File: config.mk
export PLATFORM = sky130hd
export DESIGN_NAME = spi_slave_param
export DESIGN_NICKNAME = d
export VERILOG_FILES = /design/src/rtl/spi_slave_param.sv
export SDC_FILE = /design/constraint.sdc
export NUM_CORES = 1
export LEC_CHECK = 0
export ABC_CLOCK_PERIOD_IN_PS = 2200
export CAP_MARGIN = 10
export CORE_MARGIN = 3
export CORE_UTILIZATION = 53
export DETAILED_ROUTE_END_ITERATION = 16
export HOLD_SLACK_MARGIN = 0.1
export PLACE_DENSITY_LB_ADDON = 0.25
export SYNTH_ARGS = -nofsm -noshare
export SYNTH_HDL_FRONTEND = slang
export SYNTH_SLANG_ARGS = --single-unit
File: constraint.sdc
create_clock -name clk -period 2.2 [get_ports clk]
set_input_delay 0.44 -clock clk [delete_from_list [all_inputs] [get_ports clk]]
set_output_delay 0.44 -clock clk [all_outputs]
set_load 0.02 [all_outputs]
File: src/rtl/spi_slave_param.sv
// ============================================================================
// spi_slave_param: parametrised SPI slave (all four modes, multi-word bursts,
// MISO holding register with ready/load handshake).  Rev 1.0
// ============================================================================
`timescale 1ns/1ps
`default_nettype none

module spi_slave_param #(
  parameter int DATA_W = 8,
  parameter int MODE   = 0
) (
  input  logic              clk,
  input  logic              reset,
  input  logic              sclk_in,
  input  logic              mosi_in,
  input  logic              ss_n_in,
  input  logic [DATA_W-1:0] tx_data_in,
  input  logic              tx_load_in,
  output logic              tx_ready_out,
  output logic [DATA_W-1:0] rx_data_out,
  output logic              rx_valid_out,
  output logic              frame_err_out,
  output logic              busy_out,
  output logic              miso_out
);

  localparam logic             CPOL     = 1'((MODE >> 1) & 1);
  localparam logic             CPHA     = 1'(MODE & 1);
  localparam int               CNT_W    = $clog2(DATA_W);
  localparam logic [CNT_W-1:0] LAST_BIT = CNT_W'(DATA_W - 1);

  typedef enum logic [1:0] {
    ST_UNARMED = 2'd0,
    ST_IDLE    = 2'd1,
    ST_FRAME   = 2'd2
  } state_t;

  state_t state;
  state_t state_next;

  logic              sclk_s1, sclk_s2;
  logic              ss_s1, ss_s2;
  logic              mosi_s1, mosi_s2;
  logic [1:0]        warm;
  logic [CNT_W-1:0]  bit_cnt;
  logic [DATA_W-1:0] rx_shift;
  logic [DATA_W-1:0] tx_shift;
  logic [DATA_W-1:0] tx_hold;
  logic [DATA_W-1:0] tx_next;
  logic              skip_shift;

  logic in_frame, frame_start, frame_end;
  logic lead_edge, trail_edge, sample_edge, shift_edge;
  logic word_done, reload, load_ok;

  always_ff @(posedge clk) begin
    if (reset) begin
      sclk_s1 <= CPOL;
      sclk_s2 <= CPOL;
      ss_s1   <= 1'b1;
      ss_s2   <= 1'b1;
      mosi_s1 <= 1'b0;
      mosi_s2 <= 1'b0;
      warm    <= 2'b00;
    end else begin
      sclk_s1 <= sclk_in;
      sclk_s2 <= sclk_s1;
      ss_s1   <= ss_n_in;
      ss_s2   <= ss_s1;
      mosi_s1 <= mosi_in;
      mosi_s2 <= mosi_s1;
      warm    <= {warm[0], 1'b1};
    end
  end

  assign lead_edge   = (sclk_s2 == CPOL) && (sclk_s1 != CPOL);
  assign trail_edge  = (sclk_s2 != CPOL) && (sclk_s1 == CPOL);
  assign in_frame    = (state == ST_FRAME);
  assign frame_start = (state == ST_IDLE) && ss_s2 && !ss_s1;
  assign frame_end   = in_frame && ss_s1 && !ss_s2;
  assign sample_edge = in_frame && (CPHA ? trail_edge : lead_edge);
  assign shift_edge  = in_frame && (CPHA ? lead_edge : trail_edge);
  assign word_done   = sample_edge && (bit_cnt == LAST_BIT);
  // A word finishing as ss_n rises still completes, but MISO is not reloaded.
  assign reload      = frame_start || (word_done && !frame_end);
  assign load_ok     = tx_load_in && tx_ready_out;
  assign tx_next     = !tx_ready_out ? tx_hold :
                       load_ok       ? tx_data_in : '0;

  // After reset the sync chain must see ss_n high on the real pin before a
  // falling edge may open a frame, so a frame already in progress is skipped.
  always_comb begin
    state_next = state;
    case (state)
      ST_UNARMED: if (warm[1] && ss_s1 && ss_s2) state_next = ST_IDLE;
      ST_IDLE:    if (frame_start) state_next = ST_FRAME;
      ST_FRAME:   if (frame_end) state_next = ST_IDLE;
      default:    state_next = ST_UNARMED;
    endcase
  end

  always_ff @(posedge clk) begin
    if (reset) state <= ST_UNARMED;
    else       state <= state_next;
  end

  always_ff @(posedge clk) begin
    if (reset) begin
      rx_data_out   <= '0;
      rx_valid_out  <= 1'b0;
      frame_err_out <= 1'b0;
      tx_ready_out  <= 1'b1;
      tx_hold       <= '0;
      tx_shift      <= '0;
      rx_shift      <= '0;
      bit_cnt       <= '0;
      skip_shift    <= 1'b0;
    end else begin
      rx_valid_out  <= word_done;
      frame_err_out <= frame_end && !word_done && (bit_cnt != '0);

      if (word_done) rx_data_out <= {rx_shift[DATA_W-2:0], mosi_s2};

      if (frame_start || frame_end) bit_cnt <= '0;
      else if (sample_edge)         bit_cnt <= word_done ? '0 : bit_cnt + 1'b1;

      if (frame_start)      rx_shift <= '0;
      else if (sample_edge) rx_shift <= {rx_shift[DATA_W-2:0], mosi_s2};

      if (frame_end)                      tx_shift <= '0;
      else if (reload)                    tx_shift <= tx_next;
      else if (shift_edge && !skip_shift) tx_shift <= {tx_shift[DATA_W-2:0], 1'b0};

      // The shift edge right after a (re)load must keep the new MSB on MISO.
      if (frame_start)     skip_shift <= CPHA;
      else if (word_done)  skip_shift <= 1'b1;
      else if (shift_edge) skip_shift <= 1'b0;

      if (reload && !tx_ready_out) begin
        tx_ready_out <= 1'b1;
      end else if (load_ok && !reload) begin
        tx_ready_out <= 1'b0;
        tx_hold      <= tx_data_in;
      end
    end
  end

  assign busy_out = !ss_s2;
  assign miso_out = tx_shift[DATA_W-1];

endmodule

`default_nettype wire
==> metrics.md, run 1 <==
| Metric | Value |
|---|---|
| DRT Wirelength | between 3 and 4 mm |
| Die height | about 66 microns |
| Diodes inserted | 0 |
| Critical path capture point type | primary output |
| Top FF cell, synth | dfxtp_1 |
| Antenna violations before repair | 0 |
| Clock transition at path regs | around 0.12 ns |
| Worst EP arrival | around 1.6 ns |
| Top cells by area, synth | dfxtp_1 (50%), mux2i_1 (7.8%), nand2_1 (7.2%) |
| CTS buffer count | 5 |
| First-pass DRT Iterations | 4 |
| Syn Area/Cell | a little over 9 sq um |
| Worst path cell trace | clkdlybuf4s50_1 |
| Critical-path maximum fanout | 10 |
| Worst EP required | about 1.8 ns |
| Final-report hold violation count | 0 |
| Post-Syn Area | just under 2000 sq um |
| Maxcap violations | 0 |
| Starting density of the core | a little under three fifths |
| Clock Skew | 0.007157 ns |
| Tmin final | around 2 ns |
| Post-CTS Resized | 0 |
| Max-slew headroom | 49.04% |
| Highest clock rate | between 400 and 500 MHz |
| Row count | 21 |
| Total power | around 1.5 mW |
| Final Max Slew Viols | 0 |
| Register area share after synthesis | between 40% and 50% |
| Finish-stage setup viols | 0 |
| H-tree depth | 2 |
| Share of the synthesized area in the top cell type | roughly half |
| Number of synthesized flops with an enable pin | 0 |
| Bufs and invs on worst path | 1 |
| Worst path max stage delay | 0.68 ns |
| Nets | about 250 |
| Mapped Cells | a little over 200 |
| Post-DRT Antenna Nets | 0 |
| Die W | around 66 microns |
| Asr flop ratio synth | 0% |
| Iteration-0 DRC Markers | 77 |
| TNS Setup | 0 ns |
| Leak | roughly 0.85 nW |
| Synth top cells by count | dfxtp_1 (48), nand2_1 (37), a21oi_1 (21), mux2i_1 (15), nor2b_1 (13) |
| WL/cell | approximately 14 microns |
| Clock Path Buffers | 2 |
| RSZ-0062 raised after global routing | false |
| Core ar. | 3416 sq um |
| Critical path's slowest cell | clkdlybuf4s50_1 |
| Slew @ Worst Pin | about 0.76 ns |
| Hold Buf Count CTS | 0 |
| CTS root buf | clkbuf_4 |
| CP delay by family, top | buffers and inverters |
| Synthesis warning total | 0 |
| Post-CTS setup buffers | 0 |
| First-pass GRT wire length | roughly 6.5 mm |
| Gpl congestion | about 0.76 |
| Share of cells above drive strength 1 | under 10% |
| Hpwl dp | between 2 and 3 mm |
| All-Layer GR Usage | roughly a fifth |
| GRT overflow | 0 |
| Post-synth top area cell | dfxtp_1 |
| CTS sink cnt | between 40 and 50 |
| Layout area overhead | 18.73% |
| Largest net degree at the start of global routing | 17 |
| Synth Register Bits | 48 |
| Status | completed |
| Worst skew pair latency | ~0.34 ns |
| I/O pins | 27 |
| Via count | between 1,500 and 2,000 |
| Synth unique cells | 30 |
| Layout Utilization | between 60% and 70% |
| Port Buffers | 26 |
| Syn nets | between 200 and 250 |
| Power per cell area | roughly 640 nW/um^2 |
| Die area | about 4400 sq um |
| Post-route cell area | between 2000 and 2500 sq um |
| Crit start category | flop |
| Vias in the first global route | 1,470 |
| Worst IR drop on VDD | 480.9 uV |
| CTS tree | yes |
| Hold WC Path Type | reg2reg |
| DRC violations left | 0 |
| Fin crit share | between 90% and 100% |
| Avg Vias per Cell | 5.428 |
| Crit Path Class | reg2out |
| Area post-placement | between 2000 and 2500 sq um |
| Most frequent cell after synthesis | dfxtp_1 |
-- flip-flops by register name, summed over array words and instances, names as in the netlist, 2 cells and up --
signal,count
rx_data_out,8
tx_hold,8
tx_shift,8
rx_shift,7
bit_cnt,3
state,2
warm,2
-- where the power goes --
part	switching (mW)	total, mW	leakage [nW]	internal, mW
logic	0.0557	0.117	0.419	0.0617
registers	0.0168	0.909	0.391	0.892
clock network	0.250	0.432	0.0374	0.182
total	0.323	1.46	0.847	1.14
-- kinds of logic (layout without fill, tap and decap cells) --
family                   after synthesis  in the layout  synth area share [%]
flip-flops                            48             48                 49.77
multiplexers                          15             15                 7.777
AO/OA/AOI/OAI                         44             44                 16.14
AND/OR/NAND/NOR                       79             79                 20.54
adder cells (fa/ha/maj)                3              3                 1.944
buffers and inverters                 18             43                 3.824
-- through the flow --
| stage | std cells | setup slack, ns | hold WS (ns) |
|---|---|---|---|
| floorplan | 207 | 0.5046 | 0.4138 |
| global placement | 271 | 0.2567 | 0.4292 |
| detailed placement | 271 | 0.2124 | 0.4303 |
| CTS | 278 | 0.1984 | 0.4553 |
| global route | 278 | 0.09661 | 0.4647 |
| finish | 278 | 0.1929 | 0.4479 |
-- per-layer routing --
layer	part of all wire (%)	GRT usage (%)	up-vias	wire, microns
met5	0	0	-	0
met4	1.5	6.599	0	56
met3	3.7	4.252	6	141
met2	52	34.20	34	2012
met1	42	21.75	704	1623
li1	-	-	765	-
-- path summary, 6_finish.rpt --
check                from      endpoint  slack [ns]  depth (start not counted)
max          tx_ready_out  tx_ready_out        0.19                          1
min               warm[0]       warm[1]        0.45                          1
max reg2reg    bit_cnt[0]   tx_shift[4]        0.24                          5
min reg2reg       warm[0]       warm[1]        0.45                          1
-- area by class of cell --
class	count	area (sq um)
Fill cell	282	1124
Sequential cell	48	960.9
Multi-Input combinational cell	141	895.9
Timing Repair Buffer	30	290.3
Clock buffer	7	65.06
Tap cell	46	57.56
Inverter	6	22.52
-- cells in the final DEF, fill, tap and decap left out, types with 5 or more instances in the layout --
cell and n:
clkbuf_4 5, nor2b_1 13, dfxtp_1 48, a311oi_1 7
a211oi_1 7, clkdlybuf4s50_1 26, a21oi_1 21, nand2_1 37
mux2i_1 15, inv_1 6, nor2_1 11
Note: power is estimated with default switching activity, not from simulation.
==> inputs of run 2 (changes only) <==
--- a/config.mk
+++ b/config.mk
@@ -7,7 +7,7 @@
 export LEC_CHECK = 0
 export ABC_CLOCK_PERIOD_IN_PS = 2200
 export CAP_MARGIN = 10
-export CORE_MARGIN = 3
+export CORE_MARGIN = 4
 export CORE_UTILIZATION = 53
 export DETAILED_ROUTE_END_ITERATION = 16
 export HOLD_SLACK_MARGIN = 0.1
==> run 2 against run 1 <==
Clock power barely moved. Combinational power barely moved. Sequential cell count did not move. Wire length rose by 9.7%. Global-route usage rose by 1.2 points. Worst setup slack got worse by 0.020 ns. Final cell count rose by 0.72%. Clock skew rose by 0.0035 ns. Critical path depth did not move. Final area rose by 0.16%. Die area rose by 6.1%. Core utilization rose by 0.11 points. Largest cell class unchanged.
==> metrics.md, run 2 (synthesis gave the netlist of run 1 again) <==
| Metric | Value |
|---|---|
| Status | completed |
| Bufs and invs on worst path | 1 (unchanged) |
| Row count | 21 (unchanged) |
| Total power | 1.463 mW (+0.34%) |
| Finish-stage setup viols | 0 (unchanged) |
| Slew @ Worst Pin | 0.7782 ns (+0.01621 ns) |
| Layout area overhead | 18.92% |
| DRC violations left | 0 (unchanged) |
| Die height | 68.36 microns (+3.0%) |
| Port Buffers | 26 (unchanged) |
| Vias in the first global route | 1,486 (+1.1%) |
| Hold_ws | 0.4543 ns (+0.006445 ns) |
| Die W | 68.36 microns (+3.0%) |
| Hold path cells | 1 (unchanged) |
| First-pass GRT wire length | 6.913 mm (+7.0%) |
| Power per cell area | 637.2 nW/um^2 (+0.17%) |
| Post-route setup slack | 0.1733 ns (-0.01959 ns) |
| Hpwl dp | 3.001 mm (+6.0%) |
| CTS tree | yes |
| Layout Utilization | 67.22% (+0.11 points) |
| Reg2Reg Depth | 4 (-1) |
| Hold WC Path Type | reg2reg |
| Setup WS pre-CTS | 0.1971 ns (-0.01530 ns) |
| First-pass DRT Iterations | 4 (unchanged) |
| Worst path max stage delay | 0.68 ns (about the same) |
| TNS Setup | 0 ns (unchanged) |
| Crit Path Class | reg2out |
| Maxcap violations | 0 (unchanged) |
| Multi-input logic area | 895.9 sq um (unchanged) |
| Wire length on met1 | 1.727 mm (+6.4%) |
| Largest net degree at the start of global routing | 17 (unchanged) |
| Crit. path cell count | 1 (unchanged) |
| Wire length on met2 | 2.249 mm (+12%) |
| Commonest non-fill, non-tap cell in the layout | dfxtp_1 |
| Nets | 250 (+0.40%) |
| Avg Vias per Cell | 5.536 (+2.0%) |
| Clock transition at path regs | 0.13 ns (about the same) |
| H-tree depth | 2 (unchanged) |
| Worst skew pair latency | 0.37 ns (+0.03 ns) |
| RSZ-0062 raised after global routing | false |
| All-Layer GR Usage | 20.23% (+1.2 points) |
| Post-route cell area | 2296 sq um (+0.16%) |
| Worst path cell trace | clkdlybuf4s50_1 |
| Gpl congestion | 0.7467 (-2.0%) |
| Starting density of the core | 56.52% (unchanged) |
| Final Max Slew Viols | 0 (unchanged) |
| Leak | 0.8526 nW (+0.72%) |
| Fillers | 273 (-3.2%) |
| CP delay by family, top | buffers and inverters |
| Core ar. | 3416 sq um (unchanged) |
| Critical path's slowest cell | clkdlybuf4s50_1 |
| Hold Buf Count CTS | 0 (unchanged) |
| Fin crit share | 92.12% (+0.89 points) |
| Highest clock rate | 493.4 MHz (-0.97%) |
| Most frequent cells in the layout | dfxtp_1 (48), nand2_1 (37), clkdlybuf4s50_1 (26), a21oi_1 (21), mux2i_1 (15) |
| Clock Skew | 0.01068 ns (+0.003527 ns) |
| WL/cell | 15.02 microns (+8.9%) |
| Worst EP required | 1.76 ns (about the same) |
| Post-DRT Antenna Nets | 0 (unchanged) |
| Worst IR drop on VDD | 429.9 uV (-11%) |
| Antenna violations before repair | 0 (unchanged) |
| Final-report hold violation count | 0 (unchanged) |
| Die area | 4672 sq um (+6.1%) |
| Max-slew headroom | 47.96% (-1.1 points) |
| CTS buffer count | 5 (unchanged) |
| Crit start category | flop |
| Worst EP arrival | 1.59 ns (+0.02 ns) |
| Largest registers | rx_data_out (8), tx_hold (8), tx_shift (8) |
| Reg area | 960.9 sq um (unchanged) |
| Placed cells | 272 (+0.37%) |
| CTS sink cnt | 48 (unchanged) |
| DR WL met3 | 164 microns (+16%) |
| Critical-path maximum fanout | 10 (unchanged) |
| Fin cells | 280 (+0.72%) |
| I/O pins | 27 (unchanged) |
| DRT Wirelength | 4.206 mm (+9.7%) |
| Via count | 1,550 (+2.7%) |
| Share of cells above drive strength 1 | 7.265% (+0.80 points) |
| Critical path capture point type | primary output |
| Top layer in use | met4 |
| GRT overflow | 0 (unchanged) |
| Post-CTS setup buffers | 0 (unchanged) |
| Diodes inserted | 0 (unchanged) |
| Area post-placement | 2235 sq um (+0.34%) |
| CTS root buf | clkbuf_4 |
| Post-CTS Resized | 0 (unchanged) |
| Tmin final | 2.027 ns (+0.01959 ns) |
| Iteration-0 DRC Markers | 76 (-1.3%) |
| Clock Path Buffers | 2 (unchanged) |
[run 2: cell count changes in the layout (fill, tap and decap cells not counted)]
cell,previous run,this run
buf_4,4,5
clkbuf_8,2,1
clkinv_2,0,2
[run 2: routing by layer]
layer / global-route usage (%) / vias to the layer above
met5: 0 / -
met1: 23.58 / 736
met2: 35.74 / 35
met4: 6.203 / 0
li1: - / 771
met3: 5.583 / 8
[run 2: final cells by class]
type                            instances  share of cell area, %
Clock buffer                            6                  2.234
Clock inverter                          2                 0.4360
Tap cell                               46                  2.507
Timing Repair Buffer                   31                  12.97
Inverter                                6                 0.9809
Sequential cell                        48                  41.85
Multi-Input combinational cell        141                  39.02
[run 2: worst paths after layout]
path | slack, ns | endpoint | startpoint
worst min register to register | 0.45 | warm[1] | warm[0]
worst min-delay path | 0.45 | warm[1] | warm[0]
worst max-delay path | 0.17 | tx_ready_out | tx_ready_out
worst max register to register | 0.27 | tx_shift[6] | state[1]
[run 2: power by group]
group	total, mW	switching, mW	leakage (nW)	internal (mW)
registers	0.909	0.0171	0.391	0.892
clock network	0.435	0.282	0.0380	0.153
logic	0.119	0.0575	0.424	0.0617
